$ cat config.mk
export PLATFORM = sky130hd
export DESIGN_NAME = cycle_sequencer
export DESIGN_NICKNAME = d
export VERILOG_FILES = /design/src/rtl/cycle_sequencer.sv
export SDC_FILE = /design/constraint.sdc
export NUM_CORES = 1
export LEC_CHECK = 0
export CAP_MARGIN = 20
export CORE_MARGIN = 3
export CORE_UTILIZATION = 39
export DETAILED_ROUTE_END_ITERATION = 8
export PLACE_DENSITY = 0.7
export SKIP_LAST_GASP = 1
export SLEW_MARGIN = 30
export SYNTH_ARGS = -nofsm -noshare
export SYNTH_HDL_FRONTEND = slang
export SYNTH_SLANG_ARGS = --single-unit
$ cat constraint.sdc
create_clock -name i_Clk -period 1.27 [get_ports i_Clk]
set_input_delay 0.381 -clock i_Clk [delete_from_list [all_inputs] [get_ports i_Clk]]
set_output_delay 0.381 -clock i_Clk [all_outputs]
set_load 0.02 [all_outputs]
$ cat src/rtl/cycle_sequencer.sv
// T-state / M-cycle timing generator feeding the per-instruction microcode blocks.
// Optional single-step mode (adds i_Step_Req) is enabled by defining CYCLE_SEQ_SINGLE_STEP_EN.
module cycle_sequencer #(
  parameter int unsigned STEPS   = 4,
  parameter int unsigned MCYCLES = 8
) (
  input  logic               i_Clk,
  input  logic               i_Reset,
  input  logic               i_Enable,
  input  logic               i_Wait,
  input  logic               i_IR_Fetch,
  input  logic               i_Halt,
  input  logic               i_Wake,
`ifdef CYCLE_SEQ_SINGLE_STEP_EN
  input  logic               i_Step_Req,
`endif
  output logic [STEPS-1:0]   o_Cycle_Step,
  output logic [MCYCLES-1:0] o_Cycle_Count,
  output logic               o_Instr_Start,
  output logic               o_Halted,
  output logic               o_Overflow
);

  typedef enum logic [1:0] {
    ST_RUN   = 2'd0,
    ST_STALL = 2'd1,
    ST_HALT  = 2'd2
  } state_t;

  localparam logic [STEPS-1:0]   STEP_FIRST  = STEPS'(1);
  localparam logic [MCYCLES-1:0] COUNT_FIRST = MCYCLES'(1);

  state_t               state_q, state_d;
  logic [STEPS-1:0]     step_q, step_d;
  logic [MCYCLES-1:0]   count_q, count_d;
  logic                 start_q, start_d;
  logic                 ovf_q, ovf_d;
  logic                 step_go;

`ifdef CYCLE_SEQ_SINGLE_STEP_EN
  assign step_go = i_Step_Req;
`else
  assign step_go = 1'b1;
`endif

  always_ff @(posedge i_Clk or posedge i_Reset) begin
    if (i_Reset) begin
      state_q <= ST_RUN;
      step_q  <= STEP_FIRST;
      count_q <= COUNT_FIRST;
      start_q <= 1'b1;
      ovf_q   <= 1'b0;
    end else begin
      state_q <= state_d;
      step_q  <= step_d;
      count_q <= count_d;
      start_q <= start_d;
      ovf_q   <= ovf_d;
    end
  end

  always_comb begin
    state_d = state_q;
    step_d  = step_q;
    count_d = count_q;
    start_d = start_q;
    ovf_d   = ovf_q;
    if (i_Enable) begin
      unique case (state_q)
        ST_RUN: begin
          if (step_go) begin
            start_d = 1'b0;
            if (step_q[2] && i_Wait) begin
              state_d = ST_STALL;
            end else if (step_q[STEPS-1]) begin
              step_d = STEP_FIRST;
              if (i_IR_Fetch) begin
                count_d = COUNT_FIRST;
                if (i_Halt) state_d = ST_HALT;
                else        start_d = 1'b1;
              end else if (count_q[MCYCLES-1]) begin
                // Ran off the end without an IR fetch: flag it and force a refetch.
                ovf_d   = 1'b1;
                count_d = COUNT_FIRST;
                start_d = 1'b1;
              end else begin
                count_d = count_q << 1;
              end
            end else begin
              step_d = {step_q[STEPS-2:0], step_q[STEPS-1]};
            end
          end
        end
        ST_STALL: begin
          // The clock that sees i_Wait drop also completes the held T-state.
          if (!i_Wait) begin
            state_d = ST_RUN;
            step_d  = {step_q[STEPS-2:0], step_q[STEPS-1]};
          end
        end
        ST_HALT: begin
          step_d  = STEP_FIRST;
          count_d = COUNT_FIRST;
          if (i_Wake) begin
            state_d = ST_RUN;
            start_d = 1'b1;
          end
        end
        default: begin
          state_d = ST_RUN;
          step_d  = STEP_FIRST;
          count_d = COUNT_FIRST;
          start_d = 1'b1;
        end
      endcase
    end
  end

  assign o_Cycle_Step  = step_q;
  assign o_Cycle_Count = count_q;
  assign o_Instr_Start = start_q && i_Enable && (state_q == ST_RUN);
  assign o_Halted      = (state_q == ST_HALT);
  assign o_Overflow    = ovf_q;

endmodule
Word level (Yosys, flattened, before mapping)
Index checks and enable logic that the tools add are counted.
- logic and storage cells: 49
- register bits: 16
- equal/unequal tests: 9
- reduce and logical (&&, ||, !) cells: 9
- bitwise logic cells: 3
- mux-type cells: 23
- operators with widths (kind ; number):
    two-way mux 8 bit ; 4
    case mux 8 bit (2 select lines) ; 1
    two-way mux 2 bit ; 6
    two-way mux 4 bit ; 3
    AND reduction 6 bit ; 2
    != test 3 bit (second input constant) ; 3
    != test 2 bit (second input constant) ; 4
    case mux 4 bit (2 select lines) ; 1
    two-way mux 1 bit ; 6
    case mux 2 bit (3 select lines) ; 1
    AND reduction 3 bit ; 2
    AND reduction 4 bit ; 1
    logical AND 1 bit ; 3
    NOT 1 bit ; 3
    case mux 1 bit (3 select lines) ; 1
    == test 2 x 1 -> 1 bit (second input constant) ; 1
    == test 2 bit (second input constant) ; 1
    logical NOT 2 bit ; 1

Longest topological paths before layout
Gate-level depths: netlist of run 1.
- depth in word-level cells: 5
- mapped depth: 5
- mapped depth without buffers: 4

Worst setup path before layout of run 1
OpenSTA, ideal clock, no wires.
- path kind: flip-flop to flip-flop
- start point: reg step_q[2], in the netlist o_Cycle_Step[2]
- end point: reg count_q[7], in the netlist o_Cycle_Count[7]
- arrival time: 1.361 ns
- path slack: -0.156 ns
- stages on the path, launching flop included: 5
- library setup time: 0.065 ns
- buffers on the path: 0
- data required time: 1.205 ns
- clock period less this slack: 1.426 ns
- cell sequence: dfrtp_1 > nand2_1 > and3_2 > o21ai_1 > a22o_2
- longest elaborated chain between the ends: 3
- RTL lines (element ; RTL line ; RTL):
    start, declared ; 34 ; logic [STEPS-1:0] step_q, step_d;
    start signal, assigned ; 55 ; step_q <= step_d;
    logical AND 1 bit ; 73 ; if (step_q[2] && i_Wait) begin
    != test 2 bit (no source line) ; - ;
    AND reduction 4 bit (no source line) ; - ;
    end signal, assigned ; 56 ; count_q <= count_d;
    end, declared ; 35 ; logic [MCYCLES-1:0] count_q, count_d;
Every way passes these cells.
A chain may end at the register's enable or synchronous reset.

Worst setup path after layout of run 1
- start point: reg state_q[1]
- end point: out o_Halted
- longest elaborated chain between the ends: 1
- RTL lines (element ; RTL line ; RTL):
    start, declared ; 33 ; state_t state_q, state_d;
    start signal, assigned ; 54 ; state_q <= state_d;
    == test 2 bit ; 122 ; assign o_Halted = (state_q == ST_HALT);
    end, declared ; 20 ; output logic o_Halted,
Every way passes these cells.

==> impl_metrics.ini, run 1 <==
[final_layout]
fin_nets = 123
drive_gt1_share_pct = 53.0
diodes = 0
fillers = 113
area_growth_pct = 70.1
stdcell_area_um2 = 1200

[cts]
h-tree-depth = 1
cts_tree = built
cts_sinks = 16
clockBufferDepth = 2
clkTransAtPathRegs_ns = 0.10
hold_buffers = 0
numCtsBuffers = 3
ctsRootBufferMaster = clkbuf_4
clock_latency_ns = 0.30

[flow_run]
maxCapViolCount = 0

[logic_synthesis]
ys_types = 23
synth.cell_area_um2 = 703
yosysWarnings = 0
ys_ff_latch = 16
synth-seq-area-share_pct = 57.5
synth.avg_cell_area_um2 = 10.5
syn-num-nets = 74
syn_inst = 67

[power]
leakage_nw = 0.589
ir_drop_mv = 1.46
power_density_nw_per_um2 = 1960

[setup_path]
critical-path-slowest-cell = dfrtp_1
worstPathArrival_ns = 1.27
path_class = flop to output port
crit_path_frequent_cell = buf_6
cp_slowest_stage_delay_ns = 0.41
required_ns = 0.89
crit_path_start_kind = flop
cp-end-kind = output port
path_max_fanout = 2
worstPathCellList = buf_4 -> buf_6 -> and2b_2 -> buf_6

[floorplanning]
initial_core_util_pct = 44.1
die_h_um = 48.5
fp-row-count = 14
die_w_um = 48.5
core-area_um2 = 1590
die-area_um2 = 2350
pin_count = 22

[sta]
fin_hold_ws_ns = 0.376
tightest_slew_ns = 0.329
max_freq_mhz = 606
rsz0062_at_grt = yes
min_period_ns = 1.65
finalSetupViolations = 19
hold_viol = 0
slew_headroom_pct = 78.0
finalCritPeriodShare_pct = 130
fin_skew_ns = 0.00638
setup_slack_ns = -0.380
final-max-slew-violation-count = 0

[placement]
post-place-ws_ns = -0.898
port_buffers = 21
routabilityCongestion = 0.771
dp_hpwl_um = 1200
place_area_um2 = 1110

[route]
postRouteWirelength_um = 1810
drt_pass1_iterations = 4
drt_iter0_markers = 8
avgViaCountPerCell = 4.83
postRouteAntennaNets = 0
vias = 672
route.detailed.drc = 0
wl_per_cell_um = 13.0

[global_routing]
antenna_found_initial = 0
grt_overflow = 0
grt_use_total_pct = 17.1
grt_max_degree = 17
grt_pass1_vias = 743
grt_pass1_wl_um = 3170

[outcome]
violations = negative setup slack
status = finished, violations left

[worst_hold_path]
holdCritPathClass = primary input to asynchronous set/reset pin
metrics by stage:
| step | util [%] | std cells | total power, mW | TNS (ns) |
|---|---|---|---|---|
| 2_1_floorplan | - | 67 | 1.29 | -0.254 |
| 3_3_place_gp | 69.4 | 131 | 1.82 | -8.75 |
| 3_5_place_dp | 69.4 | 131 | 1.84 | -9.09 |
| 4_1_cts | 72.4 | 138 | 2.25 | -3.07 |
| 5_1_grt | 75.0 | 139 | 2.49 | -4.94 |
| 6_report | 75.0 | 139 | 2.34 | -3.81 |
cells in the final DEF (no fill, tap or decap), drive strengths merged, types with 3 or more instances in the layout:
cell type / n
a21oi: 5
a22o: 7
buf: 39
clkbuf: 4
clkdlybuf4s50: 5
dfrtp: 13
dfstp: 3
inv: 3
nand2: 11
nor2: 4
o21ai: 8
power by group:
part           internal, mW  leakage (nW)  switching [mW]
registers             0.676         0.208          0.0977
clock network         0.175        0.0210           0.178
logic                 0.631         0.361           0.586
total                  1.48         0.589           0.862
cell usage after synthesis (all sizes together):
master	instances	area share [%]
dfrtp	13	46
nand2	11	5.9
o21ai	8	5.7
a22o	7	8.9
a21oi	5	3.6
nor2	4	2.1
dfstp	3	11
inv	3	1.6
a21o	1	1.1
a31oi	1	0.89
and2	1	0.89
and2b	1	1.2
and3	1	1.1
buf	1	0.71
nand2b	1	0.89
nand3	1	0.71
nor2b	1	0.89
nor3	1	2.3
nor3b	1	1.8
o2111ai	1	1.2
or2b	1	1.1
logic make-up (layout without fill, tap and decap cells):
kind of cell / after synthesis / count (layout) / share of synthesized area (%)
simple gates: 24 / 24 / 18.9
flops: 16 / 16 / 57.5
compound gates: 23 / 23 / 21.4
buf+inv: 4 / 52 / 2.31
critical path: cells and delay by family (launching register included):
kind | cells | cell delay [ns]
simple gates | 1 | 0.19
buf+inv | 3 | 0.37
flops | 1 | 0.41
routing by layer:
metal / share of wire (%) / GRT usage [%] / vias up
met1: 46 / 19.6 / 318
met5: 0 / 0 / -
met3: 4.0 / 4.29 / 4
li1: - / - / 334
met4: 2.0 / 8.53 / 0
met2: 48 / 29.6 / 16
sequential cells by signal, indices dropped and copies added (netlist names):
register / cells
o_Cycle_Count: 8
o_Overflow: 1
start_q: 1
o_Cycle_Step: 4
state_q: 2
path summary, 6_finish.rpt:
kind / from / end / slack [ns] / cells after the start
worst max-delay path: state_q[1]$_DFFE_PP0P_ / o_Halted / -0.38 / 4
worst min-delay path: i_Reset / o_Cycle_Step[3]$_DFFE_PP0P_ / 0.38 / 3
worst max register to register: state_q[1]$_DFFE_PP0P_ / o_Cycle_Count[2]$_DFFE_PP0P_ / -0.32 / 7
worst min register to register: o_Overflow$_DFFE_PP0P_ / o_Overflow$_DFFE_PP0P_ / 0.48 / 1
max in group asynchronous: i_Reset / o_Cycle_Count[0]$_DFFE_PP1P_ / 0.64 / 3
min in group i_Clk: o_Overflow$_DFFE_PP0P_ / o_Overflow$_DFFE_PP0P_ / 0.48 / 1
final cells by class:
type,count,area [um^2],share of cell area [%]
clock buffers,4,36.3,3.03
flip-flops and latches,16,407,34.0
repair buffers,45,370,31.0
well taps,24,30.0,2.51
inverters,3,11.3,0.941
multi-input cells,47,342,28.6
repair_timing:
| item | 4_1_cts | 5_1_grt |
|---|---|---|
| endpoints found under the setup margin | 29 | 21 |
| resized for setup | 82 | 11 |
| hold endpoints to repair | 0 | 0 |
| pin swaps | 11 | 8 |
| setup buffers | 4 | 2 |
(Power assumes the default switching activity.)
==> run 2, diff against run 1 <==
Settings changed: CTS_CLUSTER_SIZE set to 20, SLEW_MARGIN 30 to unset.
==> results of run 2 <==
No change in the layout: final DEF, timing and power equal those of run 1.
==> run 3, diff against run 2 <==
--- a/config.mk
+++ b/config.mk
@@ -7,9 +7,8 @@
 export LEC_CHECK = 0
 export CAP_MARGIN = 20
-export CORE_MARGIN = 3
-export CORE_UTILIZATION = 39
+export CORE_UTILIZATION = 47
 export CTS_CLUSTER_SIZE = 20
 export DETAILED_ROUTE_END_ITERATION = 8
-export PLACE_DENSITY = 0.7
+export PLACE_DENSITY = 0.79
 export SKIP_LAST_GASP = 1
 export SYNTH_ARGS = -nofsm -noshare
==> constraint.sdc (replaced) <==
create_clock -name i_Clk -period 2.07 [get_ports i_Clk]
set_input_delay 0.621 -clock i_Clk [delete_from_list [all_inputs] [get_ports i_Clk]]
set_output_delay 0.621 -clock i_Clk [all_outputs]
set_load 0.01 [all_outputs]
==> impl_metrics.ini, run 3 (synthesis gave the netlist of run 1 again) <==
[cts]
numCtsBuffers = 3
clkTransAtPathRegs_ns = 0.09
cts_tree = built
clock_latency_ns = 0.28
cts_sinks = 16
h-tree-depth = 1
ctsRootBufferMaster = clkbuf_4
clockBufferDepth = 2

[flow_run]
maxCapViolCount = 0

[power]
comb_power_share_pct = 43.2
pwr-share-seq_pct = 42.5
leakage_nw = 0.472
power_frac_clock_pct = 14.4
ir_drop_mv = 0.756
power_density_nw_per_um2 = 1120
p_sw_uw = 388
internal-power_uw = 765
p_sw_share_pct = 33.7

[route]
postRouteAntennaNets = 0
wl_per_cell_um = 13.1
drt_pass1_iterations = 4
postRouteWirelength_um = 1520
drt_iter0_markers = 10
vias = 607
avgViaCountPerCell = 5.23
route.detailed.drc = 0

[global_routing]
grt_use_total_pct = 21.5
grt_pass1_wl_um = 2280
grt_pass1_vias = 576
grt_overflow = 0
antenna_found_initial = 0
grt_max_degree = 17

[sta]
min_period_ns = 1.97
slew_headroom_pct = 60.3
final-max-slew-violation-count = 0
finalCritPeriodShare_pct = 95.4
fin_setup_tns_ns = 0
finalSetupViolations = 0
fin_skew_ns = 0.00954
tightest_slew_ns = 0.594
rsz0062_at_grt = no
max_freq_mhz = 507
hold_viol = 0

[worst_hold_path]
hold_path_end = o_Overflow$_DFFE_PP0P_
hold_path.startpoint = o_Overflow$_DFFE_PP0P_
min_path_cells = 1
holdCritPathClass = flop to flop

[setup_path]
critical-path-slowest-cell = dfstp_2
cp-end-kind = output port
path_class = flop to output port
worst_r2r_path_depth = 9
r2r-start = state_q[0]$_DFFE_PP0P_
worstPathCellList = clkdlybuf4s50_1
critPathBufInv = 1
path_max_fanout = 3
required_ns = 1.45
setup.worst_path.start = o_Cycle_Count[0]$_DFFE_PP1P_
crit_path_start_kind = flop
worstPathArrival_ns = 1.35
rr_endpoint = o_Cycle_Count[3]$_DFFE_PP0P_
cp_slowest_stage_delay_ns = 0.55
crit_family = flip-flops
r2r_slack_ns = 0.33

[final_layout]
area_growth_pct = 45.9
fin_nets = 109
final_common_cell = clkdlybuf4s50_1
largest_register_ff_count = 8
final_cell_mix = clkdlybuf4s50_1, dfrtp_1, nand2_1
drive_gt1_share_pct = 22.8
diodes = 0
final_util_pct = 76.0

[floorplanning]
pin_count = 22
die_h_um = 40.7
initial_core_util_pct = 52.1
fp-row-count = 13
die-area_um2 = 1650
die_w_um = 40.7
core-area_um2 = 1350

[placement]
routabilityCongestion = 0.666
dp_hpwl_um = 1020
port_buffers = 21

[outcome]
status = finished clean
[run 3: cell count changes in the layout (fill, tap and decap cells not counted), moves of 2 or more]
cell,delta
buf_2,-8
buf_4,-9
buf_6,-11
clkdlybuf4s50_1,+13
dfrtp_1,+2
dfrtp_2,-2
o21ai_0,+5
o21ai_1,-2
o21ai_2,-2
[run 3: cell type report]
cell class                 instances  area [um^2]
sequential                        16          404
fill                             100          324
multi-input combinational         47          288
timing repair buffer              31          278
clock buffer                       4         26.3
tap                               15         18.8
inverter                           3         11.3
[run 3: worst max-delay path by stage]
stage               slack, ns               end  depth (start not counted)
floorplan                0.47     o_Instr_Start                          2
global placement        -0.47     o_Instr_Start                          4
detailed placement      -0.47     o_Instr_Start                          4
CTS                      0.08  o_Cycle_Count[0]                          1
global route             0.04  o_Cycle_Count[7]                          1
finish                    0.1  o_Cycle_Count[0]                          1
[run 3: power by group through the flow]
stage               combinational [mW]  clock [mW]  sequential (mW)
global route                     0.554       0.183            0.501
floorplan                        0.197           0            0.515
detailed placement               0.462           0            0.492
finish                           0.498       0.166            0.489
global placement                 0.452           0            0.491
CTS                              0.497       0.170            0.489
[run 3: through the flow]
stage	cells	total power [mW]	area [um^2]	setup WS [ns]	hold WS, ns
floorplan	67	0.711	703	0.466	0.473
global placement	108	0.943	972	-0.469	0.442
detailed placement	108	0.954	972	-0.475	0.455
CTS	116	1.16	1030	0.0812	0.474
global route	116	1.24	1030	0.0356	0.490
finish	116	1.15	1030	0.0959	0.464
[run 3: what timing repair did]
action / CTS / global route
hold buffers: 0 / 0
setup endpoints to repair: 2 / 0
gates resized for setup: 7 / 0
setup buffers: 4 / 0
[run 3: metal layers]
metal,up-vias,GRT usage (%),routed length (um)
li1,305,-,-
met1,287,25.1,728
met2,13,38.1,720
met3,2,4.89,50
met4,0,7.50,17
met5,-,0,0
